--- config.mk ---
export PLATFORM = sky130hd
export DESIGN_NAME = scrambler_top
export DESIGN_NICKNAME = d
export VERILOG_FILES = /design/src/rtl/scrambler_pkg.sv /design/src/rtl/scrambler_byte.sv /design/src/rtl/scrambler_top.sv
export SDC_FILE = /design/constraint.sdc
export NUM_CORES = 1
export LEC_CHECK = 0
export BUFFER_PORTS_ARGS = -buffer_cell sky130_fd_sc_hd__clkbuf_2
export CORE_UTILIZATION = 30
export CTS_BUF_LIST = sky130_fd_sc_hd__clkbuf_8
export DETAILED_ROUTE_END_ITERATION = 12
export PLACE_DENSITY = 0.45
export SLEW_MARGIN = 20
export SYNTH_ARGS = -nofsm -noshare
export SYNTH_HDL_FRONTEND = slang
export SYNTH_SLANG_ARGS = --single-unit
--- constraint.sdc ---
create_clock -name clk_i -period 3.8 [get_ports clk_i]
set_clock_uncertainty 0.15 [all_clocks]
set_input_delay 0 -clock clk_i [delete_from_list [all_inputs] [get_ports clk_i]]
set_output_delay 0 -clock clk_i [all_outputs]
set_load 0.1 [all_outputs]
--- src/rtl/scrambler_pkg.sv ---
// Shared constants and LFSR helpers for the PCIe Gen1/Gen2 transmit scrambler.
// The polynomial is G(X)=X^16+X^5+X^4+X^3+1 in Galois form.
package scrambler_pkg;

    localparam logic [15:0] SEED    = 16'hFFFF;
    localparam logic [7:0]  COM_SYM = 8'hBC;
    localparam logic [7:0]  SKP_SYM = 8'h1C;

    localparam logic [1:0] LEN_8  = 2'b00;
    localparam logic [1:0] LEN_16 = 2'b01;
    localparam logic [1:0] LEN_32 = 2'b10;

    function automatic logic [15:0] lfsr_step1(input logic [15:0] l);
        logic [15:0] n;
        n    = {l[14:0], l[15]};
        n[3] = l[2] ^ l[15];
        n[4] = l[3] ^ l[15];
        n[5] = l[4] ^ l[15];
        return n;
    endfunction

    function automatic logic [15:0] lfsr_step8(input logic [15:0] l);
        logic [15:0] n;
        n = l;
        for (int i = 0; i < 8; i++) begin
            n = lfsr_step1(n);
        end
        return n;
    endfunction

endpackage

--- src/rtl/scrambler_byte.sv ---
// One symbol lane of the scrambler: scrambles a data byte or applies the
// COM/SKP/other-K rule, and hands the resulting LFSR state to the next lane.
module scrambler_byte
    import scrambler_pkg::*;
#(
    parameter logic [15:0] SEED_VAL = scrambler_pkg::SEED,
    parameter logic [7:0]  COM_VAL  = scrambler_pkg::COM_SYM,
    parameter logic [7:0]  SKP_VAL  = scrambler_pkg::SKP_SYM
) (
    input  logic [7:0]  byte_i,
    input  logic        k_i,
    input  logic [15:0] lfsr_i,
    output logic [7:0]  byte_o,
    output logic [15:0] lfsr_o
);

    logic [15:0] l;

    always_comb begin
        byte_o = byte_i;
        lfsr_o = lfsr_step8(lfsr_i);
        l      = lfsr_i;
        if (k_i) begin
            if (byte_i == COM_VAL) begin
                lfsr_o = SEED_VAL;
            end else if (byte_i == SKP_VAL) begin
                lfsr_o = lfsr_i;
            end
        end else begin
            // LSB first: each bit sees the state before its own step.
            for (int k = 0; k < 8; k++) begin
                byte_o[k] = byte_i[k] ^ l[15];
                l         = lfsr_step1(l);
            end
            lfsr_o = l;
        end
    end

endmodule

--- src/rtl/scrambler_top.sv ---
// PCIe transmit scrambler: four chained byte lanes, valid-lane selection of the
// final LFSR state, zeroing of unused lanes, and one register stage.
module scrambler_top #(
    parameter logic [15:0] SEED    = scrambler_pkg::SEED,
    parameter logic [7:0]  COM_SYM = scrambler_pkg::COM_SYM,
    parameter logic [7:0]  SKP_SYM = scrambler_pkg::SKP_SYM
) (
    input  logic        clk_i,
    input  logic        rst_i,
    input  logic [31:0] indata_i,
    input  logic [3:0]  datak_i,
    input  logic [1:0]  data_len_i,
    output logic [31:0] scrambled_data_o
);

    import scrambler_pkg::LEN_8;
    import scrambler_pkg::LEN_16;

    logic [15:0] lfsr;
    logic [15:0] lfsr_chain [0:4];
    logic [31:0] lane_data;
    logic [15:0] lfsr_next;
    logic [3:0]  lane_valid;
    logic [31:0] data_next;

    assign lfsr_chain[0] = lfsr;

    for (genvar g = 0; g < 4; g++) begin : g_lane
        scrambler_byte #(
            .SEED_VAL (SEED),
            .COM_VAL  (COM_SYM),
            .SKP_VAL  (SKP_SYM)
        ) u_byte (
            .byte_i (indata_i[8*g +: 8]),
            .k_i    (datak_i[g]),
            .lfsr_i (lfsr_chain[g]),
            .byte_o (lane_data[8*g +: 8]),
            .lfsr_o (lfsr_chain[g+1])
        );
    end

    // Length 2'b11 is handled as a full 4-symbol word.
    always_comb begin
        lfsr_next  = lfsr_chain[4];
        lane_valid = 4'b1111;
        case (data_len_i)
            LEN_8: begin
                lfsr_next  = lfsr_chain[1];
                lane_valid = 4'b0001;
            end
            LEN_16: begin
                lfsr_next  = lfsr_chain[2];
                lane_valid = 4'b0011;
            end
            default: begin
                lfsr_next  = lfsr_chain[4];
                lane_valid = 4'b1111;
            end
        endcase
        for (int i = 0; i < 4; i++) begin
            data_next[8*i +: 8] = lane_valid[i] ? lane_data[8*i +: 8] : 8'h00;
        end
    end

    always_ff @(posedge clk_i) begin
        if (rst_i) begin
            lfsr             <= SEED;
            scrambled_data_o <= 32'h0;
        end else begin
            lfsr             <= lfsr_next;
            scrambled_data_o <= data_next;
        end
    end

endmodule

# Yosys cells after proc, flatten, opt, wreduce, memory -nomap -nowiden

Index checks and enable logic that the tools add are counted.

Word-level logic and storage cells: 169
Bits in latches: 0
Memory bits (writable): 0
ROM bits: 0
Memories kept: 0
Register bits after elaboration: 48

Magnitude comparators: 0
Multipliers: 0
Bitwise operators: 132
Eq/ne operators: 9
Shift operators: 0
Reduce and logical (&&, ||, !) cells: 5
$add $sub $neg: 0
Muxes and demuxes: 18
Div/mod/pow operators: 0

Operators by type and width:

| cell                                                            | count |
|---|---|
| 16-bit two-way mux                                              | 12 |
| 1-bit XOR                                                       | 128 |
| 8-bit by 5-bit == test with 1-bit output, second input constant | 4 |
| 8-bit == test, second input constant                            | 4 |
| 8-bit two-way mux                                               | 4 |
| 16-bit one-hot mux with 2 select lines                          | 1 |
| 4-bit one-hot mux with 2 select lines                           | 1 |
| 2-bit OR reduction                                              | 4 |
| 1-bit inverter                                                  | 4 |
| 2-bit by 1-bit == test with 1-bit output, second input constant | 1 |
| 2-bit logical NOT                                               | 1 |

# Logic depth before layout (Yosys ltp)

Gate-level depths: netlist of the first run.

Depth in word-level cells: 25
Mapped depth: 15
Depth with buffers taken out: 12

# By module

Synthesis of the first run repeated with hierarchy kept, for this count alone.

Cells, all modules: 518
Area, all modules: 4326.6 µm²

Modules (own cells, without submodules):

| module         | times used | cells an instance | seq. area each (µm²) | area each (µm²) |
|---|---|---|---|---|
| scrambler_byte | 4          | 95                | 0.0                  | 683.2 |
| scrambler_top  | 1          | 138               | 960.9                | 1594.0 |

# Worst setup path before layout of the first run

No wires, ideal clock.

Path kind: reg-to-reg
Start point: register lfsr[14]
End point: register lfsr[11]
Setup slack: 0.665 ns
Cell stages (with the launch flop): 14
Data arrival time: 2.863 ns
Clock period less this slack: 3.135 ns
Required time: 3.528 ns
Setup time: 0.122 ns
Path through: dfxtp_1 > clkbuf_1 > xnor3_1 > o31ai_1 > o311ai_4 > xor2_1 > xnor2_1 > mux2_2 > nor2_2 > mux2i_1 > nand2_1 > xnor2_1 > nand2b_1 > a311o_1

Cells in the longest elaborated chain, start to end: 18
Elaborated cells on any way between the ends: 35
Those cells by class: mux (13); bitwise (22)

RTL lines:

| element                                                | RTL line                                                         | text |
|---|---|---|
| start, declared                                        | scrambler_top.sv:19                                              | `logic [15:0] lfsr;` |
| start signal, assigned                                 | scrambler_top.sv:70                                              | `lfsr <= lfsr_next;` |
| 1-bit XOR (on tied branches)                           | scrambler_pkg.sv:18, scrambler_pkg.sv:16, scrambler_pkg.sv:17    |  |
| 16-bit two-way mux, or another cell as far along       | scrambler_byte.sv:26                                             | `end else if (byte_i == SKP_VAL) begin` |
| 16-bit two-way mux, or another cell as far along       | scrambler_byte.sv:24                                             | `if (byte_i == COM_VAL) begin` |
| 16-bit two-way mux *                                   | scrambler_byte.sv:23                                             | `if (k_i) begin` |
| 1-bit XOR, or another cell as far along                | scrambler_pkg.sv:18                                              | `n[5] = l[4] ^ l[15];` |
| 16-bit two-way mux, or another cell as far along       | scrambler_byte.sv:26                                             |  |
| 16-bit two-way mux, or another cell as far along       | scrambler_byte.sv:24                                             |  |
| 16-bit two-way mux (on tied branches)                  | scrambler_byte.sv:23, scrambler_byte.sv:24, scrambler_byte.sv:26 |  |
| [2 not listed]                                         | -                                                                |  |
| 16-bit two-way mux (on tied branches)                  | scrambler_byte.sv:24, scrambler_byte.sv:26                       |  |
| 16-bit two-way mux (on tied branches)                  | scrambler_byte.sv:23, scrambler_byte.sv:24                       |  |
| 1-bit XOR / 16-bit two-way mux (equally long branches) | scrambler_pkg.sv:17, scrambler_byte.sv:23                        |  |
| 1-bit XOR                                              | scrambler_pkg.sv:18                                              |  |
| 16-bit two-way mux                                     | scrambler_byte.sv:26                                             |  |
| 16-bit two-way mux                                     | scrambler_byte.sv:24                                             |  |
| 16-bit two-way mux                                     | scrambler_byte.sv:23                                             |  |
| 16-bit one-hot mux with 2 select lines *               | scrambler_top.sv:46                                              | `case (data_len_i)` |

Mark *: on every way between the ends. The rest lies on a longest branch, timed or not.
A chain may end at the register's enable or synchronous reset.

# Worst setup path after layout of the first run

Start point: register lfsr[4]
End point: register lfsr[6]

Cells in the longest elaborated chain, start to end: 16
Elaborated cells on any way between the ends: 19
Those cells by class: mux (13); bitwise (6)

RTL lines:

| element                                                | RTL line |
|---|---|
| 16-bit two-way mux / 1-bit XOR (equally long branches) | scrambler_byte.sv:26, scrambler_pkg.sv:18 |
| 16-bit two-way mux (on tied branches)                  | scrambler_byte.sv:24, scrambler_byte.sv:26 |
| 16-bit two-way mux *                                   | scrambler_byte.sv:23 |
| 1-bit XOR / 16-bit two-way mux (equally long branches) | scrambler_pkg.sv:18, scrambler_byte.sv:23 |
| 16-bit two-way mux / 1-bit XOR (equally long branches) | scrambler_byte.sv:26, scrambler_pkg.sv:18 |
| 16-bit two-way mux (on tied branches)                  | scrambler_byte.sv:24, scrambler_byte.sv:26 |
| 16-bit two-way mux *                                   | scrambler_byte.sv:23 |
| 1-bit XOR / 16-bit two-way mux (equally long branches) | scrambler_pkg.sv:18, scrambler_byte.sv:23 |
| 16-bit two-way mux / 1-bit XOR (equally long branches) | scrambler_byte.sv:26, scrambler_pkg.sv:18 |
| 16-bit two-way mux (on tied branches)                  | scrambler_byte.sv:24, scrambler_byte.sv:26 |
| 16-bit two-way mux *                                   | scrambler_byte.sv:23 |
| 1-bit XOR / 16-bit two-way mux (equally long branches) | scrambler_pkg.sv:18, scrambler_byte.sv:23 |
| 16-bit two-way mux                                     | scrambler_byte.sv:26 |
| 16-bit two-way mux                                     | scrambler_byte.sv:24 |
| 16-bit two-way mux *                                   | scrambler_byte.sv:23 |
| 16-bit one-hot mux with 2 select lines *               | scrambler_top.sv:46 |

Marks and branches as above.

==> reports/results.ini, run 1 <==
[sta]
period_share_pct=96.16
max_freq_mhz=273.7
period_needed_ns=3.654
fin_tns_setup_ns=0
rsz0062_at_grt=false
drv_slew=0
finalHoldViolations=0
tightestPinTransition_ns=0.7593
setup_viol=0
slew_headroom_pct=49.19

[worst_setup_path]
critPathCaptureType=flip-flop
critPathKind=flip-flop to flip-flop
start_kind=flip-flop
required_ns=3.86
path_max_fanout=6
worstPathArrival_ns=3.71

[route]
drtAntennaViolNets=0
drtPass1Iterations=5
drt_iter0_markers=435
wire_per_inst_um=18.72
vias_per_cell=5.296
drc_errors=0
routed_wl_mm=16.12
vias=4560

[floorplan]
initial_utilization_pct=31.30
die_y_um=126.1
row_count=44
top_level_ports=72
core_um2=14750
die-area_um2=15890
die_w_um=126.1

[placement]
io_buffers=71
gp_congestion=0.8904
hpwl_mm=11.95

[clocking]
h-tree-depth=2
numCtsBuffers=5
cts_buffer_depth=2
clk_latency_ns=0.32
cts_root_buffer=clkbuf_8
clock-sinks=48
cts_tree=yes
cts.clk_slew.worst_paths_ns=0.11

[worst_hold_path]
hold_path_class=input pin to flip-flop

[global_routing]
antenna_found_initial=0
grt-ovfl-total=0
grt_usage_pct=20.27
grt_max_degree=28
grt_pass1_wl_mm=24.65
grt_pass1_vias=4494

[layout]
syn_to_final_growth_pct=27.66
final_common_cell=nor2_1
multi_input_area_um2=3453
drive_gt1_share_pct=25.11
nNetsFinal=716
fillers=1542
regArea_um2=965.9
antenna_cells=0
final_cell_mix=89 x nor2_1, 73 x xnor2_1, 71 x clkbuf_2, 46 x dlygate4sd3_1, 44 x dfxtp_1

[synthesis]
ys.flop_type=dfxtp_1
synthesis.nets=600
synth_edf_count=0
postSynthCellCount=560
yosysWarnings=0
async_flop_share_pct=0
synthDistinctLibCells=86
synth_area_um2=4618
synth_seq_cells=48
syn_avg_cell_area_um2=8.247
ys_seq_area_share_pct=20.81

[flow_run]
maxCapViolCount=0

[outcome]
status=completed

## metrics by stage
| step | hold slack (ns) | instance area (um^2) | util, % | setup slack [ns] | instances |
|---|---|---|---|---|---|
| after floorplan | -0.01407 | 4618 | - | 0.6651 | 560 |
| after global placement | 0.1203 | 5187 | 35.16 | 0.01234 | 798 |
| after detailed placement | 0.1228 | 5187 | 35.16 | 0.005844 | 798 |
| after CTS | 0.0001780 | 5786 | 39.21 | 0.02188 | 852 |
| after global routing | 0.03907 | 5896 | 39.96 | 0.01114 | 861 |
| final | 0.01956 | 5896 | 39.96 | 0.1458 | 861 |
## cells by family (layout without fill, tap and decap cells)
kind of cell,after synthesis,in the layout,synth area share [%]
mux,5,5,1.111
buf+inv,53,170,5.229
simple gates,223,223,25.28
compound gates,128,128,25.31
xor+xnor,103,103,22.27
flops,48,48,20.81
## registers in the layout, summed over array words and instances (netlist names)
register          flops
lfsr                 16
scrambled_data_o     32
## cell usage after synthesis, types with 5 or more instances
cell type / count / area [um^2]
nand2_2: 5 / 31.28
o21ai_0: 17 / 85.08
and3_1: 5 / 31.28
nor2_1: 89 / 334.1
buf_2: 9 / 45.04
clkbuf_1: 23 / 86.33
nand3_1: 12 / 60.06
xnor2_1: 74 / 648.1
nor2b_1: 14 / 87.58
or3_1: 11 / 68.82
o22ai_1: 8 / 50.05
a221oi_1: 5 / 43.79
nor3_1: 7 / 35.03
nand2_1: 43 / 161.4
a211oi_1: 14 / 105.1
inv_1: 11 / 41.29
o211ai_1: 7 / 52.55
dfxtp_1: 48 / 960.9
xor2_1: 19 / 166.4
a32oi_1: 5 / 43.79
nand2b_1: 7 / 43.79
a21oi_1: 20 / 100.1
o311ai_4: 5 / 131.4
## metal layers
layer | vias to the layer above | global-route usage (%) | wire length, um
met5 | - | 0 | 0
met4 | 0 | 8.505 | 584
met3 | 36 | 3.101 | 723
met2 | 162 | 34.19 | 7624
met1 | 2166 | 25.65 | 7187
li1 | 2196 | - | -
## layout make-up
| type | instances | share of cell area, % |
|---|---|---|
| Multi-Input combinational cell | 459 | 58.57 |
| Timing Repair Buffer | 150 | 18.04 |
| Clock buffer | 5 | 1.167 |
| Inverter | 12 | 0.7640 |
| Sequential cell | 48 | 16.38 |
| Tap cell | 184 | 3.905 |
| Clock inverter | 3 | 1.167 |
## worst max-delay path, stage by stage (launching register included)
cell,delay [ns]
dfxtp_1,0.37
xnor2_1,0.28
a32oi_1,0.17
o2bb2ai_4,0.41
xnor2_4,0.16
xnor2_1,0.58
o22ai_4,0.24
nand3_1,0.13
and3_1,0.40
xnor2_2,0.16
xnor3_1,0.22
o211ai_1,0.16
nand3b_1,0.09
## repair_timing
item / in CTS / in global routing
hold buffers: 46 / 0
setup buffers: 0 / 9
endpoints found under the setup margin: 0 / 5
gates resized for setup: 0 / 9
hold endpoints to repair: 32 / 0
## final timing paths
check / startpoint / endpoint / slack, ns / cells after the start
max reg2reg: lfsr[4] / lfsr[6] / 0.15 / 12
max: lfsr[4] / lfsr[6] / 0.15 / 12
min reg2reg: lfsr[12] / scrambled_data_o[3] / 0.58 / 3
min: datak_i[2] / scrambled_data_o[21] / 0.02 / 4
Power of run 1 is left out: the tool's default activity adds up to more than one toggle a clock period on the data nets, which glitch-free logic cannot reach.
==> inputs of run 2 (changes only) <==
- clock period: 3.8 -> 3.4 ns (I/O delays scaled with it)
==> run 2 against run 1 <==
Against the previous run:
- the run now ends with hold timing left
- global-route usage rose by 1.8 points
- fmax is 12% higher
- first-iteration DRC count fell by 30%
- sequential share of layout area is 1.5 points lower
- non-clock buffer count is 59 higher
- wire length rose by 6.8%
- final cell count is 6.9% higher
- worst setup slack got worse by 0.015 ns
- die area unchanged
- hold slack lost 0.028 ns
- critical path type unchanged
- highest routed layer unchanged
==> reports/results.ini, run 2 (synthesis gave the netlist of run 1 again) <==
[layout]
top_regs=scrambled_data_o x32, lfsr x16
largest_reg_flops=32  ; unchanged
fillers=1514  ; -1.8%
syn_to_final_growth_pct=40.56
antenna_cells=0  ; unchanged
utilization_pct=44.00  ; +4.0 points
layout.cells.non_filler=920  ; +6.9%
final_common_cell=buf_4
final_cell_mix=91 x buf_4, 88 x nor2_1, 71 x clkbuf_2, 70 x xnor2_1, 45 x dfxtp_1
nNetsFinal=775  ; +8.2%
largest_register=scrambled_data_o
drive_gt1_share_pct=33.83  ; +8.7 points
design_area_um2=6491  ; +10%

[sta]
setup_viol=0  ; unchanged
rsz0062_at_grt=true
slew_headroom_pct=49.49  ; +0.29 points
layout_setup_ws_ns=0.1304  ; -0.01541 ns
max_freq_mhz=305.9  ; +12%
finalHoldViolations=3  ; +3
period_needed_ns=3.270  ; -0.3846 ns
drv_slew=0  ; unchanged
holdWs_ns=-0.008441  ; -0.02800 ns
tightestPinTransition_ns=0.7577  ; -0.001599 ns
period_share_pct=96.16  ; about the same

[outcome]
status=complete, but fails checks
violations=hold timing

[route]
drt_iter0_markers=305  ; -30%
vias=4836  ; +6.1%
routed_wl_mm=17.22  ; +6.8%
drc_errors=0  ; unchanged
wire_per_inst_um=18.72  ; about the same
drtPass1Iterations=7  ; +2
drtAntennaViolNets=0  ; unchanged
vias_per_cell=5.257  ; -0.75%

[worst_setup_path]
cp_slowest_cell=dfxtp_2
reg2regPathDepth=13  ; +1
worstPathArrival_ns=3.32  ; -0.39 ns
start_kind=flip-flop
crit_top_cell=xnor2_1
max_stage_delay_ns=0.36  ; -0.22 ns
critPathCaptureType=flip-flop
cp_cell_sequence=buf_4, xnor2_1, a32oi_1, o2bb2ai_4, xnor2_4, xnor2_1, o22ai_4, xor2_1, xnor2_1, nor2_1, a41oi_1, a41oi_1, a2bb2oi_1
required_ns=3.45  ; -0.41 ns
path_max_fanout=5  ; -1
critPathKind=flip-flop to flip-flop

[floorplan]
die-area_um2=15890  ; unchanged
top_level_ports=72  ; unchanged
initial_utilization_pct=31.30  ; unchanged
die_w_um=126.1  ; unchanged
core_um2=14750  ; unchanged
die_y_um=126.1  ; unchanged
row_count=44  ; unchanged

[clocking]
numCtsBuffers=5  ; unchanged
cts_root_buffer=clkbuf_8
cts_tree=yes
clk_latency_ns=0.33  ; about the same
h-tree-depth=2  ; unchanged
clock-sinks=48  ; unchanged
cts.clk_slew.worst_paths_ns=0.11  ; about the same
cts_buffer_depth=2  ; unchanged

[placement]
gp_congestion=0.9423  ; +5.8%
dp.cells=869  ; +8.9%
hpwl_mm=13.24  ; +11%
place_area_um2=5821  ; +12%
io_buffers=71  ; unchanged
dp_worst_setup_slack_ns=0.03722  ; +0.03137 ns

[global_routing]
grt_pass1_vias=4821  ; +7.3%
grt_usage_pct=22.09  ; +1.8 points
grt-ovfl-total=0  ; unchanged
grt_pass1_wl_mm=26.81  ; +8.8%
antenna_found_initial=0  ; unchanged
grt_max_degree=28  ; unchanged

[worst_hold_path]
hold_path_class=input pin to flip-flop
min_path_cells=4  ; unchanged

[flow_run]
maxCapViolCount=0  ; unchanged

-- run 2: cell types whose count changed in the layout (fill, tap and decap cells not counted), sizes merged --
cell,change
dlygate4sd3,-8
buf,+67
-- run 2: worst paths after layout --
| path | from | to | slack [ns] |
|---|---|---|---|
| min | datak_i[2] | scrambled_data_o[22] | -0.008 |
| max reg2reg | lfsr[15] | lfsr[5] | 0.13 |
| max | lfsr[15] | lfsr[5] | 0.13 |
| min reg2reg | lfsr[13] | scrambled_data_o[2] | 0.54 |
-- run 2: metrics by stage --
step           setup TNS [ns]  hold WS [ns]
2_1_floorplan               0      -0.01407
3_3_place_gp                0        0.1130
3_5_place_dp                0        0.1232
4_1_cts                     0    0.00009409
5_1_grt             -0.008373       0.03246
6_report                    0     -0.008441
-- run 2: timing repair --
item,in CTS,in global routing
endpoints found under the setup margin,0,14
hold endpoints to repair,32,0
hold buffers,38,0
buffers inserted,0,5
gates resized for setup,0,20
-- run 2: layout make-up --
cell class	instances	area [um^2]	share of cell area (%)
sequential	48	964.7	14.86
timing repair buffer	209	1599	24.63
clock inverter	3	68.82	1.060
tap	184	230.2	3.547
inverter	12	45.04	0.6939
clock buffer	5	68.82	1.060
multi-input combinational	459	3515	54.14
-- run 2: worst max-delay path: cells and delay by family (launching register included) --
family,cells,cell delay [ns]
DFF,1,0.36
xor gates and xnor gates,5,0.94
AOI/OAI and AO/OA,6,1.47
buffers and inverters,1,0.15
and+or+nand+nor,1,0.06
-- run 2: metal layers --
layer  track usage, %  up-vias  part of all wire [%]
met1            27.25     2334                    43
li1                 -     2302                     -
met4            9.213        0                   3.5
met3            3.653       33                   4.9
met2            37.96      167                    49
met5                0        -                     0
Power of run 2 is left out for the same reason.
